===== src/rtl/vga_timing_gen.sv =====
// VGA raster timing generator: clock divider, horizontal/vertical counters,
// registered sync/blanking decode, tick pulses and a completed-frame counter.
module vga_timing_gen #(
   parameter int CLK_DIV     = 4,
   parameter int H_TOTAL     = 800,
   parameter int H_SYNC      = 96,
   parameter int H_VIS_START = 144,
   parameter int H_VIS_END   = 783,
   parameter int V_TOTAL     = 525,
   parameter int V_SYNC      = 2,
   parameter int V_VIS_START = 35,
   parameter int V_VIS_END   = 514
) (
   input  logic        clk,
   input  logic        rst_n,
   input  logic        en,
   output logic        hSync,
   output logic        vSync,
   output logic        bright,
   output logic [9:0]  hCount,
   output logic [9:0]  vCount,
   output logic        pixTick,
   output logic        lineTick,
   output logic        frameTick,
   output logic [15:0] frameCount
);

   localparam int DIV_W = (CLK_DIV > 1) ? $clog2(CLK_DIV) : 1;
   localparam logic [DIV_W-1:0] DIV_MAX = DIV_W'(CLK_DIV - 1);
   localparam logic [9:0] H_LAST = 10'(H_TOTAL - 1);
   localparam logic [9:0] V_LAST = 10'(V_TOTAL - 1);

   logic [DIV_W-1:0] r_div_p0;
   logic [9:0]       r_hcnt_p0;
   logic [9:0]       r_vcnt_p0;
   logic [15:0]      r_frame_p0;
   logic             r_hsync_p0;
   logic             r_vsync_p0;
   logic             r_bright_p0;

   logic [DIV_W-1:0] w_div_nxt;
   logic [9:0]       w_hcnt_nxt;
   logic [9:0]       w_vcnt_nxt;
   logic             w_pix;
   logic             w_line;
   logic             w_frame;

   // Sync outputs are active-low: high once the counter leaves the sync band.
   function automatic logic f_sync_n(input logic [9:0] cnt, input logic [9:0] width);
      return !(cnt < width);
   endfunction

   function automatic logic f_bright(input logic [9:0] h, input logic [9:0] v);
      return (h >= 10'(H_VIS_START)) && (h <= 10'(H_VIS_END)) &&
             (v >= 10'(V_VIS_START)) && (v <= 10'(V_VIS_END));
   endfunction

   // Ticks are gated by rst_n so they drop immediately, even with CLK_DIV=1.
   always_comb begin
      w_pix   = rst_n & en & (r_div_p0 == DIV_MAX);
      w_line  = w_pix & (r_hcnt_p0 == H_LAST);
      w_frame = w_line & (r_vcnt_p0 == V_LAST);
   end

   always_comb begin
      w_div_nxt  = r_div_p0;
      w_hcnt_nxt = r_hcnt_p0;
      w_vcnt_nxt = r_vcnt_p0;
      if (en) begin
         w_div_nxt = (r_div_p0 == DIV_MAX) ? '0 : r_div_p0 + 1'b1;
      end
      if (w_pix) begin
         w_hcnt_nxt = (r_hcnt_p0 == H_LAST) ? '0 : r_hcnt_p0 + 10'd1;
      end
      if (w_line) begin
         w_vcnt_nxt = (r_vcnt_p0 == V_LAST) ? '0 : r_vcnt_p0 + 10'd1;
      end
   end

   // Stage p0: counters plus decode of their next values, so sync and
   // bright switch on the very edge the counts change.
   always_ff @(posedge clk or negedge rst_n) begin
      if (!rst_n) begin
         r_div_p0    <= '0;
         r_hcnt_p0   <= '0;
         r_vcnt_p0   <= '0;
         r_frame_p0  <= '0;
         r_hsync_p0  <= 1'b0;
         r_vsync_p0  <= 1'b0;
         r_bright_p0 <= 1'b0;
      end else if (en) begin
         r_div_p0    <= w_div_nxt;
         r_hcnt_p0   <= w_hcnt_nxt;
         r_vcnt_p0   <= w_vcnt_nxt;
         r_hsync_p0  <= f_sync_n(w_hcnt_nxt, 10'(H_SYNC));
         r_vsync_p0  <= f_sync_n(w_vcnt_nxt, 10'(V_SYNC));
         r_bright_p0 <= f_bright(w_hcnt_nxt, w_vcnt_nxt);
         if (w_frame) begin
            r_frame_p0 <= r_frame_p0 + 16'd1;
         end
      end
   end

   assign hSync      = r_hsync_p0;
   assign vSync      = r_vsync_p0;
   assign bright     = r_bright_p0;
   assign hCount     = r_hcnt_p0;
   assign vCount     = r_vcnt_p0;
   assign pixTick    = w_pix;
   assign lineTick   = w_line;
   assign frameTick  = w_frame;
   assign frameCount = r_frame_p0;

endmodule


===== config.mk =====
export PLATFORM = sky130hd
export DESIGN_NAME = vga_timing_gen
export DESIGN_NICKNAME = d
export VERILOG_FILES = /design/src/rtl/vga_timing_gen.sv
export SDC_FILE = /design/constraint.sdc
export NUM_CORES = 1
export LEC_CHECK = 0
export BUFFER_PORTS_ARGS = -buffer_cell sky130_fd_sc_hd__buf_2
export CAP_MARGIN = 20
export CORE_MARGIN = 4
export CORE_UTILIZATION = 50
export CTS_BUF_LIST = sky130_fd_sc_hd__clkbuf_8
export DETAILED_ROUTE_END_ITERATION = 7
export PLACE_DENSITY_LB_ADDON = 0.12
export RECOVER_POWER = 25
export SETUP_SLACK_MARGIN = 0.4
export SLEW_MARGIN = 20
export SYNTH_ARGS = -nofsm -noshare
export SYNTH_HDL_FRONTEND = slang
export SYNTH_SLANG_ARGS = --single-unit

===== constraint.sdc =====
create_clock -name clk -period 3.2 [get_ports clk]
set_input_delay 0 -clock clk [delete_from_list [all_inputs] [get_ports clk]]
set_output_delay 0 -clock clk [all_outputs]
set_load 0.02 [all_outputs]

## After elaboration in Yosys (flattened, before gate mapping)

Index checks and enable logic that the tools add are counted.

| word-level totals | value |
|---|---|
| bits in registers | 41 |

| cells by class | value |
|---|---|
| add/subtract/negate cells | 4 |
| magnitude comparators | 6 |
| eq/ne operators | 3 |
| muxes and demuxes | 5 |
| bitwise operators | 4 |
| reductions and logical operators | 6 |

Operators with widths:

| operator | count |
|---|---|
| $mux W10 | 4 |
| $add A10 B1 Y10 const B | 2 |
| $eq A10 B10 Y1 const B | 2 |
| $le A10 B10 Y1 const B | 2 |
| $add A16 B1 Y16 const B | 1 |
| $ge A10 B6 Y1 const B | 1 |
| $ge A10 B8 Y1 const B | 1 |
| $lt A10 B2 Y1 const B | 1 |
| $lt A10 B7 Y1 const B | 1 |
| $and A1 B1 Y1 | 4 |
| $logic_and A1 B1 Y1 | 3 |
| $add A2 B1 Y2 const B | 1 |
| $eq A2 B2 Y1 const B | 1 |
| $logic_not A1 Y1 | 2 |
| $mux W2 | 1 |
| $reduce_and A2 Y1 | 1 |

## Logic depth before layout (Yosys ltp)

Gate-level depths: netlist of the first run.

| logic depth | value |
|---|---|
| word-level depth | 7 |
| mapped depth | 11 |

## Worst setup path after synthesis of the first run

Ideal clock, no wire load.

| timing | value |
|---|---|
| kind | reg-to-reg |
| start point | register r_hcnt_p0[0] (netlist: hCount[0]) |
| end point | register r_bright_p0 (netlist: bright) |
| setup time | 0.124 ns |
| arrival | 2.349 ns |
| data required time | 3.076 ns |
| slack | 0.727 ns |
| stages on the path, launching flop included | 11 |
| path through | dfrtp_1 ha_1 and3_1 nand4_4 clkinv_2 and2_1 buf_6 and3b_1 o21bai_4 and4b_1 o31a_1 |

| on the way | value |
|---|---|
| cells in the longest elaborated chain, start to end | 7 |
| elaborated cells between the ends (all ways) | 13 |
| those cells by class | 1 x add/sub; 4 x order compare; 1 x eq/ne; 3 x mux; 1 x bitwise; 3 x reduce/logical |

Ends and longest elaborated chain:

| what | RTL line | RTL |
|---|---|---|
| from (decl) | 34 | `logic [9:0] r_hcnt_p0;` |
| from (signal assigned) | 93 | `r_hcnt_p0 <= w_hcnt_nxt;` |
| $add A10 B1 Y10 / $eq A10 B10 Y1 (equally long branches) | 73, 61 |  |
| $mux W10 | 73 | `w_hcnt_nxt = (r_hcnt_p0 == H_LAST) ? '0 : r_hcnt_p0 + 10'd1;` |
| $mux W10 | 72 | `if (w_pix) begin` |
| $ge A10 B8 Y1 / $le A10 B10 Y1 (equally long branches) | 54 | `return (h >= 10'(H_VIS_START)) && (h <= 10'(H_VIS_END)) &&` |
| $logic_and A1 B1 Y1 (2 in series) | 54 |  |
| $logic_and A1 B1 Y1 (*) | 55 | `(v >= 10'(V_VIS_START)) && (v <= 10'(V_VIS_END));` |
| to (signal assigned) | 97 | `r_bright_p0 <= f_bright(w_hcnt_nxt, w_vcnt_nxt);` |
| to (decl) | 39 | `logic r_bright_p0;` |

Every way passes the cells marked *; elsewhere a longest branch is shown, timed or not.
A chain may end at the register's enable or synchronous reset.

## Worst setup path in the final report of the first run

Same ends and word-level chain as after synthesis.

==> results of run 1 <==
## routing by layer
layer  track usage  up-vias
met1         0.260      884
met5             0        -
met3        0.0422        8
met4        0.0660        0
li1              -      891
met2         0.279       48
## logic make-up (layout without fill, tap and decap cells)
family,Yosys count,count (layout),synth area share
adder cells (fa/ha/maj),5,5,0.0276
buffers and inverters,19,63,0.0425
flip-flops,41,41,0.453
multiplexers,7,7,0.0337
AO/OA/AOI/OAI,35,35,0.109
XOR/XNOR,27,27,0.104
AND/OR/NAND/NOR,90,90,0.230
## where the power goes
part / switching [uW] / internal [uW]
Sequential: 37.5 / 548
Clock: 169 / 227
Combinational: 78.0 / 51.2
Total: 285 / 826
## through the flow
stage | worst slack (ns) | hold WS (ns) | utilization | instances
floorplan | 0.727 | -0.296 | - | 224
global placement | 0.647 | 0.175 | 0.571 | 312
detailed placement | 0.561 | 0.172 | 0.571 | 312
CTS | 0.514 | 0.0749 | 0.597 | 320
global route | 0.369 | 0.0888 | 0.597 | 320
finish | 0.611 | 0.0692 | 0.597 | 320
## final cells by class
class                           instances  area, um^2  area share
Clock buffer                            5        68.8      0.0263
Tap cell                               52        65.1      0.0248
Sequential cell                        41        1030       0.392
Clock inverter                          2        35.0      0.0134
Multi-Input combinational cell        164        1150       0.440
Timing Repair Buffer                   46         233      0.0889
Inverter                               10        40.0      0.0153
## synth_stat cells, types with 2 or more instances
master / number
sky130_fd_sc_hd__nand3_1: 9
sky130_fd_sc_hd__a21oi_1: 5
sky130_fd_sc_hd__o22ai_1: 2
sky130_fd_sc_hd__and3_1: 6
sky130_fd_sc_hd__a31oi_1: 2
sky130_fd_sc_hd__nand2b_1: 2
sky130_fd_sc_hd__nand2_1: 19
sky130_fd_sc_hd__nor3_1: 6
sky130_fd_sc_hd__mux2_2: 5
sky130_fd_sc_hd__ha_1: 5
sky130_fd_sc_hd__and2_1: 2
sky130_fd_sc_hd__xor2_1: 8
sky130_fd_sc_hd__mux2i_1: 2
sky130_fd_sc_hd__xnor2_1: 19
sky130_fd_sc_hd__buf_2: 4
sky130_fd_sc_hd__dfrtp_1: 41
sky130_fd_sc_hd__and4b_1: 2
sky130_fd_sc_hd__clkbuf_1: 2
sky130_fd_sc_hd__inv_1: 8
sky130_fd_sc_hd__and4_1: 4
sky130_fd_sc_hd__a211oi_1: 2
sky130_fd_sc_hd__o21ai_0: 9
sky130_fd_sc_hd__nand4_1: 16
sky130_fd_sc_hd__buf_6: 2
sky130_fd_sc_hd__a211o_1: 3
sky130_fd_sc_hd__nor2_1: 17
## flip-flops by register name, indices dropped and copies added, names as in the netlist
signal	count
frameCount	16
bright	1
r_div_p0	2
hCount	10
vCount	10
hSync	1
vSync	1
## path summary, 6_finish.rpt
path	end	slack, ns	cells after the start
worst max-delay path	bright	0.61	9
worst min-delay path	r_div_p0[0]	0.07	2
worst max register to register	bright	0.61	9
worst min register to register	frameCount[15]	0.46	1
max in group asynchronous	frameCount[5]	0.87	3
min in group asynchronous	hCount[2]	1.09	3
## worst register-to-register path: stages (launching register included)
cell,delay (ns)
sky130_fd_sc_hd__dfrtp_1,0.44
sky130_fd_sc_hd__ha_1,0.21
sky130_fd_sc_hd__and3_1,0.28
sky130_fd_sc_hd__nand4_4,0.22
sky130_fd_sc_hd__inv_4,0.22
sky130_fd_sc_hd__and2_2,0.27
sky130_fd_sc_hd__and3b_1,0.19
sky130_fd_sc_hd__o21bai_4,0.18
sky130_fd_sc_hd__and4b_1,0.18
sky130_fd_sc_hd__o31a_1,0.29
## repair_timing
action | in CTS | in global routing
setup buffers | 0 | 0
gates resized for setup | 0 | 3
hold buffers | 1 | 0
setup endpoints to repair | 0 | 6
endpoints found under the hold margin | 41 | 0
==> parameters.txt, run 1 <==
Parameter                              Value

Synth
  Async set-reset flop share out of synthesis ... 1.00
  Netlist cell types ... 48
  Post-synthesis net count ... approximately 230
  Proportion of synthesized chip area in sequential cells ... 0.453
  Cell types with the largest area share after synthesis ... sky130_fd_sc_hd__dfrtp_1 45%, sky130_fd_sc_hd__xnor2_1 7.3%, sky130_fd_sc_hd__nand4_1 4.4%
  Number of synthesis warnings ... 0
  Portion of synthesized cell area occupied by the leading cell type ... 0.453
  Primary FF master, synth ... sky130_fd_sc_hd__dfrtp_1
  Biggest area consumer among synthesized cells ... sky130_fd_sc_hd__dfrtp_1
  Gate count after technology mapping ... 224
  Mean area per synthesized cell ... 10.1 um^2
  Summed instance area of the synthesized netlist ... 2270 um^2
  Number of synthesized flops with an enable pin ... 0
  Synthesis-stage register bit count ... 41

Clocking
  Number of buffers between clock root and the deepest sink ... 2
  Number of sinks handled by clock tree synthesis ... 41
  CTS tree ... yes
  Clock slew at the register clock pins of the worst setup and hold paths ... 0.08 ns
  Number of buffers created by CTS ... 5
  Later-pin clock latency in the skew report ... 0.29 ns
  H-tree depth reported by CTS ... 2
  Root cell of the clock tree ... sky130_fd_sc_hd__clkbuf_8

Detailed routing
  Iteration count of the initial detailed-routing pass ... 4
  Top routing layer in use ... met4
  Violation count after the first detailed-route iteration ... 81
  Routed WL per cell ... roughly 15 um
  Final Routed Wirelength ... ~4800 um
  Met1 WL ... 2220 um
  Number of nets with antenna violations after routing ... 0
  Remaining DRCs ... 0
  Number of vias in the routed layout ... about 1800
  Via count normalized by instance count ... 5.72
  Met2 routed wirelength ... around 2300 um
  Detailed route wirelength on metal3 ... 226 um

STA
  Final setup TNS ... 0 ns
  Hold violation count in the final report ... 0
  Final clock skew ... 0.00502 ns
  Final critical-path required period ... 2.59 ns
  Setup violations, final ... 0
  Final count of pins violating max slew ... 42
  Peak clock frequency supported by timing ... 386 MHz
  Worst slew margin relative to its limit ... -0.444
  Post-route fraction of the period consumed by the critical path ... 0.809
  RSZ-0062 raised after global routing ... false
  Slew at the pin closest to its max-slew limit ... 2.17 ns

Layout
  Antenna diodes ... 0
  Area added between synthesis and finish ... 15.5%
  Most frequent cells in the layout ... 43 x sky130_fd_sc_hd__buf_2, 41 x sky130_fd_sc_hd__dfrtp_1, 19 x sky130_fd_sc_hd__xnor2_1, 19 x sky130_fd_sc_hd__nand2_1, 17 x sky130_fd_sc_hd__nor2_1
  Number of nets in the final layout ... between 200 and 300
  Most common library cell in the layout ignoring fill and taps ... sky130_fd_sc_hd__buf_2
  Filler Cell Count ... 395
  Final standard cell area without fillers ... 2620 um^2
  Fraction of layout cells with a size suffix above 1 ... 0.243

Worst setup path
  Worst endpoint data arrival time ... 2.76 ns
  Critical path's slowest cell ... sky130_fd_sc_hd__dfrtp_1
  CP bufs+invs ... 1
  Source of the critical timing path ... hCount[0]
  Delay-heaviest family, CP ... simple AND/OR/NAND/NOR gates
  Slowest cell delay on critical path ... 0.44 ns
  Data required time of the critical path ... 3.37 ns
  Critical path type ... flop to flop
  Launch instance of the worst register-to-register path ... hCount[0]
  Cell breakdown of the critical path ... ha_1 > and3_1 > nand4_4 > inv_4 > and2_2 > and3b_1 > o21bai_4 > and4b_1 > o31a_1
  Largest fanout of any net on the critical path ... 19
  Kind of start point of the critical path ... flop
  Crit end category ... flop

Placement
  HPWL after detailed placement ... between 3000 and 4000 um
  Global placer's final weighted congestion ... 0.880
  Placed Area ... 2500 um^2
  IO buf count ... 44

Floorplanning
  Die area ... 5680 um^2
  Height of the die ... approximately 75 um
  Core area ... 4380 um^2
  Count of pins on the block boundary ... 45
  Effective utilization at floorplan ... 0.517
  Row count ... 24
  Chip Width ... 75.3 um

Pwr
  Post-layout power ... between 1000 and 1500 uW
  Static leakage power ... 0.00128 uW
  Max IR drop VDD ... around 0.25 mV
  Power per cell area ... 424 nW/um^2

Global routing
  Initial antenna violation count ... 0
  Overall overflow remaining after global route ... 0
  Number of global-route vias before repair ... 1690
  All-Layer GR Usage ... 0.184
  Wire length of the first global-routing pass ... 8050 um
  Maximum number of pins on one net before global-route repair ... 42

Status
  Result of the run ... finished, violations left
  Violated checks ... capacitance limit, slew limit

Min path
  Hold Crit Start ... en
  Type of the most critical hold path ... input port to flop

Flow run
  Number of max-capacitance violations reported ... 1
Power figures use the tool's default switching activity.
==> run 2, diff against run 1 <==
==> constraint.sdc (replaced) <==
create_clock -name clk -period 2.6 [get_ports clk]
set_input_delay 0 -clock clk [delete_from_list [all_inputs] [get_ports clk]]
set_output_delay 0 -clock clk [all_outputs]
set_load 0.02 [all_outputs]
==> run 2 against run 1 <==
  * The flow now finishes without violations
  * Cell count grew 5.0%
  * First-iteration DRC count grew 33%
  * Power grew 31%
  * Sequential power grew 21%
  * Core utilization grew 4.0 points
  * Setup slack lost 0.24 ns
  * Register-to-register slack lost 0.24 ns
  * Sequential cell count is the same
  * Clock skew grew 0.0012 ns
  * Clock-buffer cell count grew 1
  * Critical path depth is the same
  * Clock power grew 37%
==> parameters.txt, run 2 (synthesis gave the netlist of run 1 again) <==
Parameter                              Value

Pwr
  Design internal power ... 1070 uW (was 826 uW)
  Post-layout power ... 1450 uW (was 1110 uW)
  Static leakage power ... 0.00135 uW (was 0.00128 uW)
  Switching share of power ... 0.261 (was 0.256)
  Power per cell area ... 519 nW/um^2 (was 424 nW/um^2)
  Power dissipated by switching net loads ... 378 uW (was 285 uW)
  Max IR drop VDD ... 0.326 mV (was 0.250 mV)
  Clk pwr share ... 0.374 (was 0.356)
  Sequential share of power ... 0.490 (was 0.527)
  Share of power burned in combinational logic ... 0.137 (was 0.116)

Worst setup path
  Delay-heaviest family, CP ... compound AO/OA/AOI/OAI gates (was simple AND/OR/NAND/NOR gates)
  Largest fanout of any net on the critical path ... 13 (was 19)
  Data required time of the critical path ... 2.78 ns (was 3.37 ns)
  Kind of start point of the critical path ... flop (unchanged)
  Critical path's slowest cell ... sky130_fd_sc_hd__dfrtp_2 (was sky130_fd_sc_hd__dfrtp_1)
  Worst endpoint data arrival time ... 2.41 ns (was 2.76 ns)
  Setup slack of the most critical reg-to-reg path ... 0.37 ns (was 0.61 ns)
  Critical path type ... flop to flop (unchanged)
  Crit end category ... flop (unchanged)
  Cell breakdown of the critical path ... ha_1 > and3_2 > nand4_4 > clkinv_4 > buf_4 > a211o_1 > a21oi_2 > a211oi_1 > o31a_1 (was ha_1 > and3_1 > nand4_4 > inv_4 > and2_2 > and3b_1 > o21bai_4 > and4b_1 > o31a_1)
  Slowest cell delay on critical path ... 0.41 ns (was 0.44 ns)
  CP bufs+invs ... 2 (was 1)

Layout
  Utilization after layout ... 0.638 (was 0.597)
  Number of nets in the final layout ... 291 (was 276)
  Fraction of layout cells with a size suffix above 1 ... 0.335 (was 0.243)
  Area added between synthesis and finish ... 23.3% (was 15.5%)
  Antenna diodes ... 0 (unchanged)
  Most frequent cells in the layout ... 43 x sky130_fd_sc_hd__buf_2, 36 x sky130_fd_sc_hd__dfrtp_1, 19 x sky130_fd_sc_hd__xnor2_1, 19 x sky130_fd_sc_hd__nand2_1 (was 43 x sky130_fd_sc_hd__buf_2, 41 x sky130_fd_sc_hd__dfrtp_1, 19 x sky130_fd_sc_hd__xnor2_1, 19 x sky130_fd_sc_hd__nand2_1, 17 x sky130_fd_sc_hd__nor2_1)
  Most common library cell in the layout ignoring fill and taps ... sky130_fd_sc_hd__buf_2 (unchanged)
  Filler Cell Count ... 356 (was 395)
  Flip-flop count of the largest register after layout ... 16 (unchanged)

Global routing
  Wire length of the first global-routing pass ... 8050 um (about the same)
  Maximum number of pins on one net before global-route repair ... 42 (unchanged)
  Number of global-route vias before repair ... 1727 (was 1690)
  All-Layer GR Usage ... 0.183 (was 0.184)
  Overall overflow remaining after global route ... 0 (unchanged)
  Initial antenna violation count ... 0 (unchanged)

Placement
  Post-placement setup slack ... 0.197 ns (was 0.561 ns)
  Global placer's final weighted congestion ... 0.855 (was 0.880)
  HPWL after detailed placement ... 3490 um (was 3450 um)
  IO buf count ... 44 (unchanged)

STA
  Post-route fraction of the period consumed by the critical path ... 0.857 (was 0.809)
  Slew at the pin closest to its max-slew limit ... 1.03 ns (was 2.17 ns)
  Final clock skew ... 0.00621 ns (was 0.00502 ns)
  Hold violation count in the final report ... 0 (unchanged)
  Final count of pins violating max slew ... 0 (was 42)
  Peak clock frequency supported by timing ... 449 MHz (was 386 MHz)
  RSZ-0062 raised after global routing ... true (was false)
  Final setup TNS ... 0 ns (unchanged)
  Final critical-path setup slack ... 0.371 ns (was 0.611 ns)
  Worst slew margin relative to its limit ... 0.313 (was -0.444)
  Setup violations, final ... 0 (unchanged)
  Final critical-path required period ... 2.23 ns (was 2.59 ns)

Clocking
  Number of buffers created by CTS ... 5 (unchanged)
  Number of buffers between clock root and the deepest sink ... 2 (unchanged)
  Clock slew at the register clock pins of the worst setup and hold paths ... 0.08 ns (about the same)
  CTS tree ... yes (unchanged)
  H-tree depth reported by CTS ... 2 (unchanged)
  Number of sinks handled by clock tree synthesis ... 41 (unchanged)
  Later-pin clock latency in the skew report ... 0.29 ns (about the same)
  Root cell of the clock tree ... sky130_fd_sc_hd__clkbuf_8 (unchanged)

Floorplanning
  Count of pins on the block boundary ... 45 (unchanged)
  Row count ... 24 (unchanged)
  Chip Width ... 75.3 um (unchanged)
  Die area ... 5680 um^2 (unchanged)
  Height of the die ... 75.3 um (unchanged)
  Effective utilization at floorplan ... 0.517 (unchanged)
  Core area ... 4380 um^2 (unchanged)

Detailed routing
  Routed WL per cell ... 15.0 um (was 15.1 um)
  Via count normalized by instance count ... 5.63 (was 5.72)
  Remaining DRCs ... 0 (unchanged)
  Number of vias in the routed layout ... 1893 (was 1831)
  Violation count after the first detailed-route iteration ... 108 (was 81)
  Iteration count of the initial detailed-routing pass ... 4 (unchanged)
  Final Routed Wirelength ... 5050 um (was 4820 um)
  Number of nets with antenna violations after routing ... 0 (unchanged)

Status
  Result of the run ... finished, final reports clean (was finished, violations left)

Min path
  Type of the most critical hold path ... input port to flop (unchanged)

Flow run
  Number of max-capacitance violations reported ... 0 (was 1)
run 2: worst reg2reg max path, cell delays in order (launching register included):
cell	delay, ns
sky130_fd_sc_hd__dfrtp_2	0.41
sky130_fd_sc_hd__ha_1	0.21
sky130_fd_sc_hd__and3_2	0.25
sky130_fd_sc_hd__nand4_4	0.12
sky130_fd_sc_hd__clkinv_4	0.11
sky130_fd_sc_hd__buf_4	0.18
sky130_fd_sc_hd__a211o_1	0.30
sky130_fd_sc_hd__a21oi_2	0.16
sky130_fd_sc_hd__a211oi_1	0.10
sky130_fd_sc_hd__o31a_1	0.28
run 2: cell type report:
class                      count  area (um^2)  share of cell area
multi-input combinational    164         1190               0.424
inverter                      10         45.0              0.0161
timing repair buffer          61          347               0.124
tap                           52         65.1              0.0233
clock buffer                   6         82.6              0.0295
sequential                    41         1030               0.369
clock inverter                 2         37.5              0.0134
run 2: routing by layer:
metal,track usage,routed length (um),up-vias
li1,-,-,930
met1,0.255,2290,908
met2,0.286,2480,51
met3,0.0435,244,4
met4,0.0505,29,0
met5,0,0,-
run 2: repair_timing:
action	4_1_cts	5_1_grt
gates cloned	0	0
hold buffers	1	0
setup buffers	7	2
pin swaps	4	3
hold endpoints to repair	41	0
setup endpoints to repair	8	10
gates resized for setup	7	7
run 2: per-stage QoR:
stage                     cell area, um^2  hold WS [ns]  instances
final                                2800        0.0692        336
after global routing                 2800        0.0897        336
after CTS                            2770        0.0668        334
after floorplan                      2280        -0.296        224
after global placement               2560         0.171        318
after detailed placement             2560         0.170        318
run 2: final timing paths:
| check | startpoint | end | depth (start not counted) |
|---|---|---|---|
| worst max register to register | hCount[0] | bright | 9 |
| worst min register to register | frameCount[15] | frameCount[15] | 1 |
| worst max-delay path | hCount[0] | bright | 9 |
| worst min-delay path | en | r_div_p0[0] | 2 |
| max in group asynchronous | rst_n | hCount[0] | 3 |
| min in group asynchronous | rst_n | hCount[4] | 3 |
run 2: power by group through the flow:
stage	registers [uW]	logic, uW	clock network (uW)
after global routing	714	217	578
after CTS	709	202	554
final	710	198	542
after floorplan	760	75.2	0
after global placement	732	161	0
after detailed placement	737	164	0
==> run 3, diff against run 2 <==
--- a/config.mk
+++ b/config.mk
@@ -8,7 +8,7 @@
 export BUFFER_PORTS_ARGS = -buffer_cell sky130_fd_sc_hd__buf_2
 export CAP_MARGIN = 20
 export CORE_MARGIN = 4
-export CORE_UTILIZATION = 50
+export CORE_UTILIZATION = 40
 export CTS_BUF_LIST = sky130_fd_sc_hd__clkbuf_8
 export DETAILED_ROUTE_END_ITERATION = 7
 export PLACE_DENSITY_LB_ADDON = 0.12
==> run 3 against run 2 <==
  * Register-to-register slack improved by 0.05 ns
  * Clock-buffer cell count is 1 lower
  * Fmax grew 2.3%
  * Global-route usage is 2.8 points lower
  * Power decreased by 7.7%
  * Clock skew up 0.00053 ns
  * Clock power shrank 24%
  * Highest routed layer unchanged
==> parameters.txt, run 3 (synthesis gave the netlist of run 1 again) <==
Parameter                              Value

Detailed routing
  Detailed route wirelength on metal3 ... 252 um (was 244 um)
  Via count normalized by instance count ... 5.23 (was 5.63)
  Number of nets with antenna violations after routing ... 0 (unchanged)
  Met2 routed wirelength ... 2300 um (was 2480 um)
  Met1 WL ... 2660 um (was 2290 um)
  Number of vias in the routed layout ... 1924 (was 1893)
  Top routing layer in use ... met4 (unchanged)
  Routed WL per cell ... 14.3 um (was 15.0 um)
  Remaining DRCs ... 0 (unchanged)
  Iteration count of the initial detailed-routing pass ... 4 (unchanged)
  Final Routed Wirelength ... 5260 um (was 5050 um)
  Violation count after the first detailed-route iteration ... 60 (was 108)

Clocking
  Later-pin clock latency in the skew report ... 0.29 ns (about the same)
  Number of buffers created by CTS ... 5 (unchanged)
  Number of sinks handled by clock tree synthesis ... 41 (unchanged)
  Number of buffers between clock root and the deepest sink ... 2 (unchanged)
  Root cell of the clock tree ... sky130_fd_sc_hd__clkbuf_8 (unchanged)
  Clock slew at the register clock pins of the worst setup and hold paths ... 0.08 ns (about the same)
  H-tree depth reported by CTS ... 2 (unchanged)
  CTS tree ... yes (unchanged)

Floorplanning
  Core area ... 5510 um^2 (was 4380 um^2)
  Row count ... 27 (was 24)
  Height of the die ... 83.3 um (was 75.3 um)
  Die area ... 6940 um^2 (was 5680 um^2)
  Effective utilization at floorplan ... 0.412 (was 0.517)
  Chip Width ... 83.3 um (was 75.3 um)
  Count of pins on the block boundary ... 45 (unchanged)

Worst setup path
  Crit end category ... flop (unchanged)
  Worst endpoint data arrival time ... 2.36 ns (was 2.41 ns)
  Worst-case reg-to-reg path depth ... 7 (was 9)
  Critical R2R Capture ... bright (unchanged)
  Data required time of the critical path ... 2.78 ns (about the same)
  Largest fanout of any net on the critical path ... 5 (was 13)
  Setup slack of the most critical reg-to-reg path ... 0.42 ns (was 0.37 ns)
  Kind of start point of the critical path ... flop (unchanged)
  Critical path type ... flop to flop (unchanged)
  Launch instance of the worst register-to-register path ... vCount[5] (was hCount[0])

STA
  Final setup TNS ... 0 ns (unchanged)
  Post-route fraction of the period consumed by the critical path ... 0.839 (was 0.857)
  Final critical-path required period ... 2.18 ns (was 2.23 ns)
  Peak clock frequency supported by timing ... 459 MHz (was 449 MHz)
  RSZ-0062 raised after global routing ... true (unchanged)
  Final clock skew ... 0.00674 ns (was 0.00621 ns)
  Setup violations, final ... 0 (unchanged)
  Final count of pins violating max slew ... 0 (unchanged)
  Worst slew margin relative to its limit ... 0.303 (was 0.313)
  Hold violation count in the final report ... 0 (unchanged)
  Slew at the pin closest to its max-slew limit ... 1.05 ns (was 1.03 ns)

Layout
  Area added between synthesis and finish ... 29.0% (was 23.3%)
  Antenna diodes ... 0 (unchanged)
  Fraction of layout cells with a size suffix above 1 ... 0.385 (was 0.335)
  Flip-flop count of the largest register after layout ... 16 (unchanged)
  Most frequent cells in the layout ... 43 x sky130_fd_sc_hd__buf_2, 35 x sky130_fd_sc_hd__dfrtp_1, 26 x sky130_fd_sc_hd__buf_4 (was 43 x sky130_fd_sc_hd__buf_2, 36 x sky130_fd_sc_hd__dfrtp_1, 19 x sky130_fd_sc_hd__xnor2_1, 19 x sky130_fd_sc_hd__nand2_1)
  Most common library cell in the layout ignoring fill and taps ... sky130_fd_sc_hd__buf_2 (unchanged)
  Number of nets in the final layout ... 303 (was 291)

Global routing
  Maximum number of pins on one net before global-route repair ... 42 (unchanged)
  Number of global-route vias before repair ... 1757 (was 1727)
  Overall overflow remaining after global route ... 0 (unchanged)
  All-Layer GR Usage ... 0.155 (was 0.183)
  Wire length of the first global-routing pass ... 8780 um (was 8050 um)
  Initial antenna violation count ... 0 (unchanged)

Min path
  Hold path depth ... 2 (unchanged)
  Hold Crit Start ... en (unchanged)
  Endpoint of the worst hold path ... vSync (was r_div_p0[0])
  Type of the most critical hold path ... input port to flop (unchanged)

Flow run
  Number of max-capacitance violations reported ... 0 (unchanged)

Pwr
  Max IR drop VDD ... 0.274 mV (was 0.326 mV)
  Post-layout power ... 1340 uW (was 1450 uW)
  Power per cell area ... 457 nW/um^2 (was 519 nW/um^2)
  Static leakage power ... 0.00141 uW (was 0.00135 uW)

Placement
  IO buf count ... 44 (unchanged)
  HPWL after detailed placement ... 3660 um (was 3490 um)
  Global placer's final weighted congestion ... 0.777 (was 0.855)

Status
  Result of the run ... finished, final reports clean (unchanged)
[run 3: worst max path at each step]
stage           startpoint  endpoint  slack (ns)
3_5_place_dp     hCount[0]    bright        0.18
3_3_place_gp     hCount[0]    bright        0.24
6_report         vCount[5]    bright        0.42
2_1_floorplan    vCount[6]    bright        0.24
4_1_cts        r_div_p0[0]    bright        0.39
5_1_grt          vCount[5]    bright        0.33
[run 3: cell type report]
cell class                 count  area (um^2)
clock inverter                 3         17.5
fill                         517         2580
timing repair buffer          73          440
tap                           72         90.1
clock buffer                   5         68.8
inverter                      10         47.5
sequential                    41         1030
multi-input combinational    164         1230
[run 3: worst max-delay path: stages (launching register included)]
cell	delay, ns
sky130_fd_sc_hd__dfrtp_2	0.43
sky130_fd_sc_hd__or3_4	0.40
sky130_fd_sc_hd__nor4_4	0.27
sky130_fd_sc_hd__and2_4	0.21
sky130_fd_sc_hd__and3b_1	0.17
sky130_fd_sc_hd__o21bai_4	0.18
sky130_fd_sc_hd__and4b_1	0.19
sky130_fd_sc_hd__o31a_1	0.23
[run 3: per-stage QoR]
step | std cells | hold WS (ns) | cell area (um^2) | utilization | setup slack [ns]
2_1_floorplan | 224 | -0.296 | 2280 | - | 0.241
3_3_place_gp | 339 | 0.174 | 2590 | 0.470 | 0.239
3_5_place_dp | 339 | 0.167 | 2590 | 0.470 | 0.183
4_1_cts | 359 | 0.0568 | 2810 | 0.510 | 0.393
5_1_grt | 368 | 0.0597 | 2920 | 0.531 | 0.329
6_report | 368 | 0.0611 | 2920 | 0.531 | 0.420
[run 3: repair_timing]
action,CTS,global route
resized for setup,11,15
pin swaps,5,12
setup buffers,11,9
endpoints found under the hold margin,41,0
hold buffers,1,0
endpoints found under the setup margin,8,9
[run 3: routing by layer]
metal	vias up	GRT usage
met3	5	0.0397
met1	916	0.224
met2	48	0.232
met5	-	0
li1	955	-
met4	0	0.0357
[run 3: report_power, final]
part / internal (uW) / switching [uW] / total [uW]
clock: 185 / 228 / 414
sequential: 677 / 35.1 / 712
combinational: 95.6 / 116 / 212
